$ cat config.mk
export PLATFORM = sky130hd
export DESIGN_NAME = pc_sequencer
export DESIGN_NICKNAME = d
export VERILOG_FILES = /design/src/rtl/pc_sequencer.sv
export SDC_FILE = /design/constraint.sdc
export NUM_CORES = 1
export LEC_CHECK = 0
export ABC_AREA = 1
export BUFFER_PORTS_ARGS = -buffer_cell sky130_fd_sc_hd__buf_2
export CAP_MARGIN = 30
export CORE_UTILIZATION = 30
export DETAILED_ROUTE_END_ITERATION = 6
export PLACE_DENSITY_LB_ADDON = 0.15
export SYNTH_ARGS = -nofsm -noshare
export SYNTH_HDL_FRONTEND = slang
export SYNTH_SLANG_ARGS = --single-unit
$ cat constraint.sdc
create_clock -name clk -period 3.8 [get_ports clk]
set_clock_uncertainty 0.2 [all_clocks]
set_input_delay 0.38 -clock clk [delete_from_list [all_inputs] [get_ports clk]]
set_output_delay 0.38 -clock clk [all_outputs]
set_load 0.02 [all_outputs]
$ cat src/rtl/pc_sequencer.sv
// pc_sequencer: multi-cycle fetch/sequence controller for the program counter.
//
// The PC register lives outside this block. Every cycle this block drives the
// register's next-value input: normally the current value (hold), and in the
// single retire cycle of an instruction the PC+4, branch target, trap vector
// or saved EPC. It also runs the instruction-memory req/ack handshake, issues
// one instruction at a time to the core, records EPC/cause on traps and
// raises a sticky fault when memory fails to answer in time.
//
// Ports:
//   clk, reset                 clock, asynchronous active-high reset
//   pc_cur / pc_next           PC register output / PC register next value
//   imem_req, imem_addr        fetch request (held until ack), fetch address
//   imem_ack, imem_rdata       fetch completion and fetched word
//   instr_valid, instr,        issued instruction and its PC, stable until
//   instr_pc                   the core retires it
//   retire                     core finished the issued instruction
//   branch_taken, branch_target, trap_req, trap_cause, mret
//                              retire qualifiers (only looked at on retire)
//   halt                       level request to stop at an instruction boundary
//   epc, mcause                saved exception PC and cause
//   halted, fetch_fault        HALT state indicator, sticky fetch timeout flag
module pc_sequencer #(
  parameter logic [31:0] RESET_VECTOR = 32'h0000_0000,
  parameter logic [31:0] TRAP_VECTOR  = 32'h0000_0100,
  parameter int          TIMEOUT      = 16
) (
  input  logic        clk,
  input  logic        reset,
  input  logic [31:0] pc_cur,
  output logic [31:0] pc_next,
  output logic        imem_req,
  output logic [31:0] imem_addr,
  input  logic        imem_ack,
  input  logic [31:0] imem_rdata,
  output logic        instr_valid,
  output logic [31:0] instr,
  output logic [31:0] instr_pc,
  input  logic        retire,
  input  logic        branch_taken,
  input  logic [31:0] branch_target,
  input  logic        trap_req,
  input  logic [3:0]  trap_cause,
  input  logic        mret,
  input  logic        halt,
  output logic [31:0] epc,
  output logic [3:0]  mcause,
  output logic        halted,
  output logic        fetch_fault
);

  localparam int TW = $clog2(TIMEOUT);
  localparam logic [TW-1:0] TIMER_ONE  = TW'(1);
  localparam logic [TW-1:0] TIMER_LAST = TW'(TIMEOUT - 1);

  typedef enum logic [1:0] {
    S_FETCH = 2'd0,
    S_ISSUE = 2'd1,
    S_HALT  = 2'd2
  } state_t;

  state_t          state, state_next;
  logic [TW-1:0]   timer, timer_next;
  logic [31:0]     instr_next, instr_pc_next, epc_next, pc_sel;
  logic [3:0]      mcause_next;
  logic            fault_next;

  // The fetch address is always the live PC; the request is a decode of the
  // registered state, forced low while reset is asserted so that a reset in
  // the middle of a handshake withdraws the request immediately.
  assign imem_addr = pc_cur;
  assign imem_req  = (state == S_FETCH) && !reset;

  // During reset the PC register must be steered to the reset vector.
  assign pc_next = reset ? RESET_VECTOR : pc_sel;

  // Next-state, next-PC selection and next values of the architectural regs.
  always_comb begin
    state_next    = state;
    timer_next    = timer;
    instr_next    = instr;
    instr_pc_next = instr_pc;
    epc_next      = epc;
    mcause_next   = mcause;
    fault_next    = fetch_fault;
    pc_sel        = pc_cur;

    case (state)
      S_FETCH: begin
        if (imem_ack) begin
          instr_next    = imem_rdata;
          instr_pc_next = pc_cur;
          timer_next    = '0;
          state_next    = S_ISSUE;
        end else if (timer == TIMER_LAST) begin
          // TIMEOUT request cycles have gone unanswered.
          timer_next  = '0;
          fault_next  = 1'b1;
          mcause_next = 4'hF;
          epc_next    = pc_cur;
          state_next  = S_HALT;
        end else begin
          timer_next = timer + TIMER_ONE;
        end
      end

      S_ISSUE: begin
        if (retire) begin
          if (trap_req) begin
            pc_sel      = TRAP_VECTOR;
            epc_next    = instr_pc;
            mcause_next = trap_cause;
          end else if (mret) begin
            pc_sel = epc;
          end else if (branch_taken) begin
            if (branch_target[1:0] != 2'b00) begin
              // A misaligned redirect is converted into a trap with cause 0.
              pc_sel      = TRAP_VECTOR;
              epc_next    = instr_pc;
              mcause_next = 4'h0;
            end else begin
              pc_sel = branch_target;
            end
          end else begin
            pc_sel = pc_cur + 32'd4;
          end
          state_next = halt ? S_HALT : S_FETCH;
        end else begin
          state_next = S_ISSUE;
        end
      end

      S_HALT: begin
        // A fault halt is only left through reset.
        if (!halt && !fetch_fault) begin
          state_next = S_FETCH;
        end else begin
          state_next = S_HALT;
        end
      end

      default: begin
        state_next = S_FETCH;
      end
    endcase
  end

  // State register and registered outputs.
  always_ff @(posedge clk or posedge reset) begin
    if (reset) begin
      state       <= S_FETCH;
      timer       <= '0;
      instr       <= 32'h0000_0000;
      instr_pc    <= 32'h0000_0000;
      instr_valid <= 1'b0;
      epc         <= 32'h0000_0000;
      mcause      <= 4'h0;
      halted      <= 1'b0;
      fetch_fault <= 1'b0;
    end else begin
      state       <= state_next;
      timer       <= timer_next;
      instr       <= instr_next;
      instr_pc    <= instr_pc_next;
      instr_valid <= (state_next == S_ISSUE);
      epc         <= epc_next;
      mcause      <= mcause_next;
      halted      <= (state_next == S_HALT);
      fetch_fault <= fault_next;
    end
  end

endmodule

==> results by group <==
Cells and area
  • NumNets Final: 1203
  • FILL cells: 2302
  • Fraction of layout cells with a size suffix above 1: 33.1%
  • Non-Filler Instances: 1374
  • Syn-to-layout area delta: 26.4%
  • Fin util: 39.1%

Worst hold path
  • Hold_sp: imem_rdata[24]
  • Hold EP: instr[24]
  • Hold Path Depth: 2
  • HP Class: in -> reg

STA
  • Period utilization: between 80 and 90%
  • Slew Limit Fails: 0
  • RSZ-0062 raised after global routing: no
  • Setup TNS: 0 ns
  • Max Clk Rate: ~320 MHz
  • Worst Tran Pin Value: 0.686 ns
  • Final Hold Fails: 0
  • Relative slew slack: 54.3%
  • Setup violators final: 0
  • Minimum clock period: 3.09 ns
  • Final setup margin: 0.707 ns

Yosys
  • Largest cells by area after synthesis: dfrtp_1 (42%), nand2_1 (13%), mux2_2 (6.5%), o21ai_0 (5.3%), a21oi_1 (5.0%)
  • Synth cell types: 33
  • Async set-reset flop share out of synthesis: between 90% and 100%
  • Synthesized instance count: 869
  • Area of the mapped netlist: about 6600 um^2
  • Yosys top cell by area: dfrtp_1
  • Yosys warns: 0
  • Post-synthesis sequential area ratio: 41.5%
  • Syn_area_per_cell: 7.56 um^2
  • Count leader, synth: nand2_1
  • Synth Net Count: 979
  • Ys flop type: dfrtp_1
  • Post-synth top cells: nand2_1 (223), dfrtp_1 (109), inv_1 (69), o21ai_0 (69), a21oi_1 (65)
  • EDFF count, synth: 0
  • #FFs+latches synth: roughly 110
  • Synth top area share: 41.5%

Floorplan
  • Die Y: 150 um
  • Initial core utilization: 31.0%
  • Area of the core: roughly 21000 um^2
  • IO Pins: 276
  • Die Wd: 150 um
  • Row count: 53
  • Total die area: 22500 um^2

Clocking
  • Post-CTS Setup Inserts: 0
  • H-tree Lvls: 3
  • Reg clk slew, reported paths: about 0.080 ns
  • Num CTS Buffers: 9
  • Clk sink count: 109
  • Root Driver: clkbuf_16
  • CTS Buffer Depth: 2
  • CTS tree: built
  • Worst skew pair latency: 0.36 ns

Worst setup path
  • Slowest Stage Delay on Critical Path: about 0.4 ns
  • Reg2reg setup slack: 1.49 ns
  • Crit path cell chain: inv_1 > nor2_2 > buf_4 > nand2_1 > nor2_2 > buf_4 > inv_2 > nor3_1 > o21ai_1 > a21oi_1 > buf_2
  • Worst Setup End Kind: output pin
  • Startpoint Class: flip-flop
  • Slowest CP cell: dfrtp_1
  • Worst endpoint required time: around 3.2 ns
  • Maximum fanout along the worst path: 20
  • FF-to-FF Start: state[1]
  • R2R depth: 8
  • Worst Setup Path Type: reg -> out
  • Worst R2R End: epc[11]
  • CP arrival: 2.51 ns

Power and ir drop
  • VDD IR max: 0.349 mV
  • Pleak: 4.17 nW
  • Power Density: 716 nW/um^2
  • Total power: 0.00595 W

Routing
  • Post-route ant nets: 0
  • Total number of vias: ~6700
  • DR iter-0 viols: 361
  • Residual DRC: 0
  • Routed len/inst: 17.2 um
  • Vias/cell: 4.85
  • Drt pass-1 iters: 5
  • Final wirelength: around 24000 um

GRT
  • Global route overflow: 0
  • Initial antenna violation count: 1
  • Global-route wire length before repair: 36200 um
  • Number of global-route vias before repair: 6450
  • Pin count of the biggest net entering global routing: 70
  • GRT Resource Usage Total: 21.3%

Run
  • Max_cap viols: 0

Placement
  • Hpwl dp: 17200 um
  • Port Buffers: between 200 and 300
  • Pre-CTS setup slack: 1.04 ns
  • Placed insts: between 1000 and 1500
  • GP Congestion: 0.895

Status
  • Outcome: completed
## worst max path at each step
stage,start,to
3_5_place_dp,pc_cur[2],pc_next[28]
6_report,state[0],pc_next[0]
2_1_floorplan,reset,pc_next[29]
5_1_grt,state[0],pc_next[0]
3_3_place_gp,pc_cur[2],pc_next[24]
4_1_cts,state[0],pc_next[0]
## cell usage in the layout (no fill, tap or decap), types with 4 or more instances in the layout
cell	instances
o211ai_1	33
xor2_1	6
inv_1	68
o21ai_1	6
buf_2	275
a21oi_1	65
mux2_2	38
clkbuf_16	9
nand3_1	62
o21ai_0	69
nor2_2	7
dfrtp_1	109
nor2_1	57
a31oi_1	14
inv_2	4
nand4_1	5
buf_4	16
nand2_1	222
## critical path: cells and delay by family (launching register included)
kind                   cells  cell delay (ns)
AND/OR/NAND/NOR            4             0.54
flip-flops                 1             0.40
buffers and inverters      5             0.97
AO/OA/AOI/OAI              2             0.24
## report_power, final
group | total [W] | internal, W | switching (W)
combinational | 0.00295 | 0.00101 | 0.00195
sequential | 0.00206 | 0.00172 | 0.000340
clock | 0.000927 | 0.000454 | 0.000473
total | 0.00595 | 0.00318 | 0.00276
## cells by family after synthesis
group | Yosys count | share of synthesized area (%)
AOI/OAI and AO/OA | 194 | 16.6
buffers and inverters | 154 | 11.0
xor gates and xnor gates | 7 | 0.933
muxes | 38 | 6.51
adders and majority gates | 2 | 0.381
DFF | 109 | 41.5
and+or+nand+nor | 365 | 23.0
## cell type report
class / instances / area (um^2) / share of cell area, %
Clock inverter: 7 / 57.6 / 0.693
Multi-Input combinational cell: 606 / 3130 / 37.7
Clock buffer: 9 / 225 / 2.71
Sequential cell: 109 / 2730 / 32.9
Timing Repair Buffer: 293 / 1530 / 18.5
Antenna cell: 1 / 2.50 / 0.0301
Tap cell: 275 / 344 / 4.14
Inverter: 74 / 282 / 3.39
## metrics by stage
step / instance area (um^2) / hold slack, ns
floorplan: 6580 / 0.273
global placement: 7980 / 0.282
detailed placement: 7980 / 0.279
CTS: 8270 / 0.0283
global route: 8300 / 0.0286
finish: 8300 / 0.0453
## layer usage
| metal | vias to the layer above | track usage, % | routed length, um |
|---|---|---|---|
| met4 | 0 | 4.85 | 240 |
| met5 | - | 0 | 0 |
| met2 | 205 | 36.0 | 11300 |
| met1 | 3152 | 27.8 | 10600 |
| li1 | 3297 | - | - |
| met3 | 15 | 4.30 | 1490 |
## timing repair
action,in CTS,in global routing
gates resized for setup,0,0
endpoints found under the hold margin,40,0
hold buffers,1,0
## flip-flops by register name, indices dropped and copies added (netlist names)
register and flops:
epc 32, fetch_fault 1, halted 1, instr 32
instr_pc 32, instr_valid 1, mcause 4, state 2
timer 4
Power figures use the tool's default switching activity.
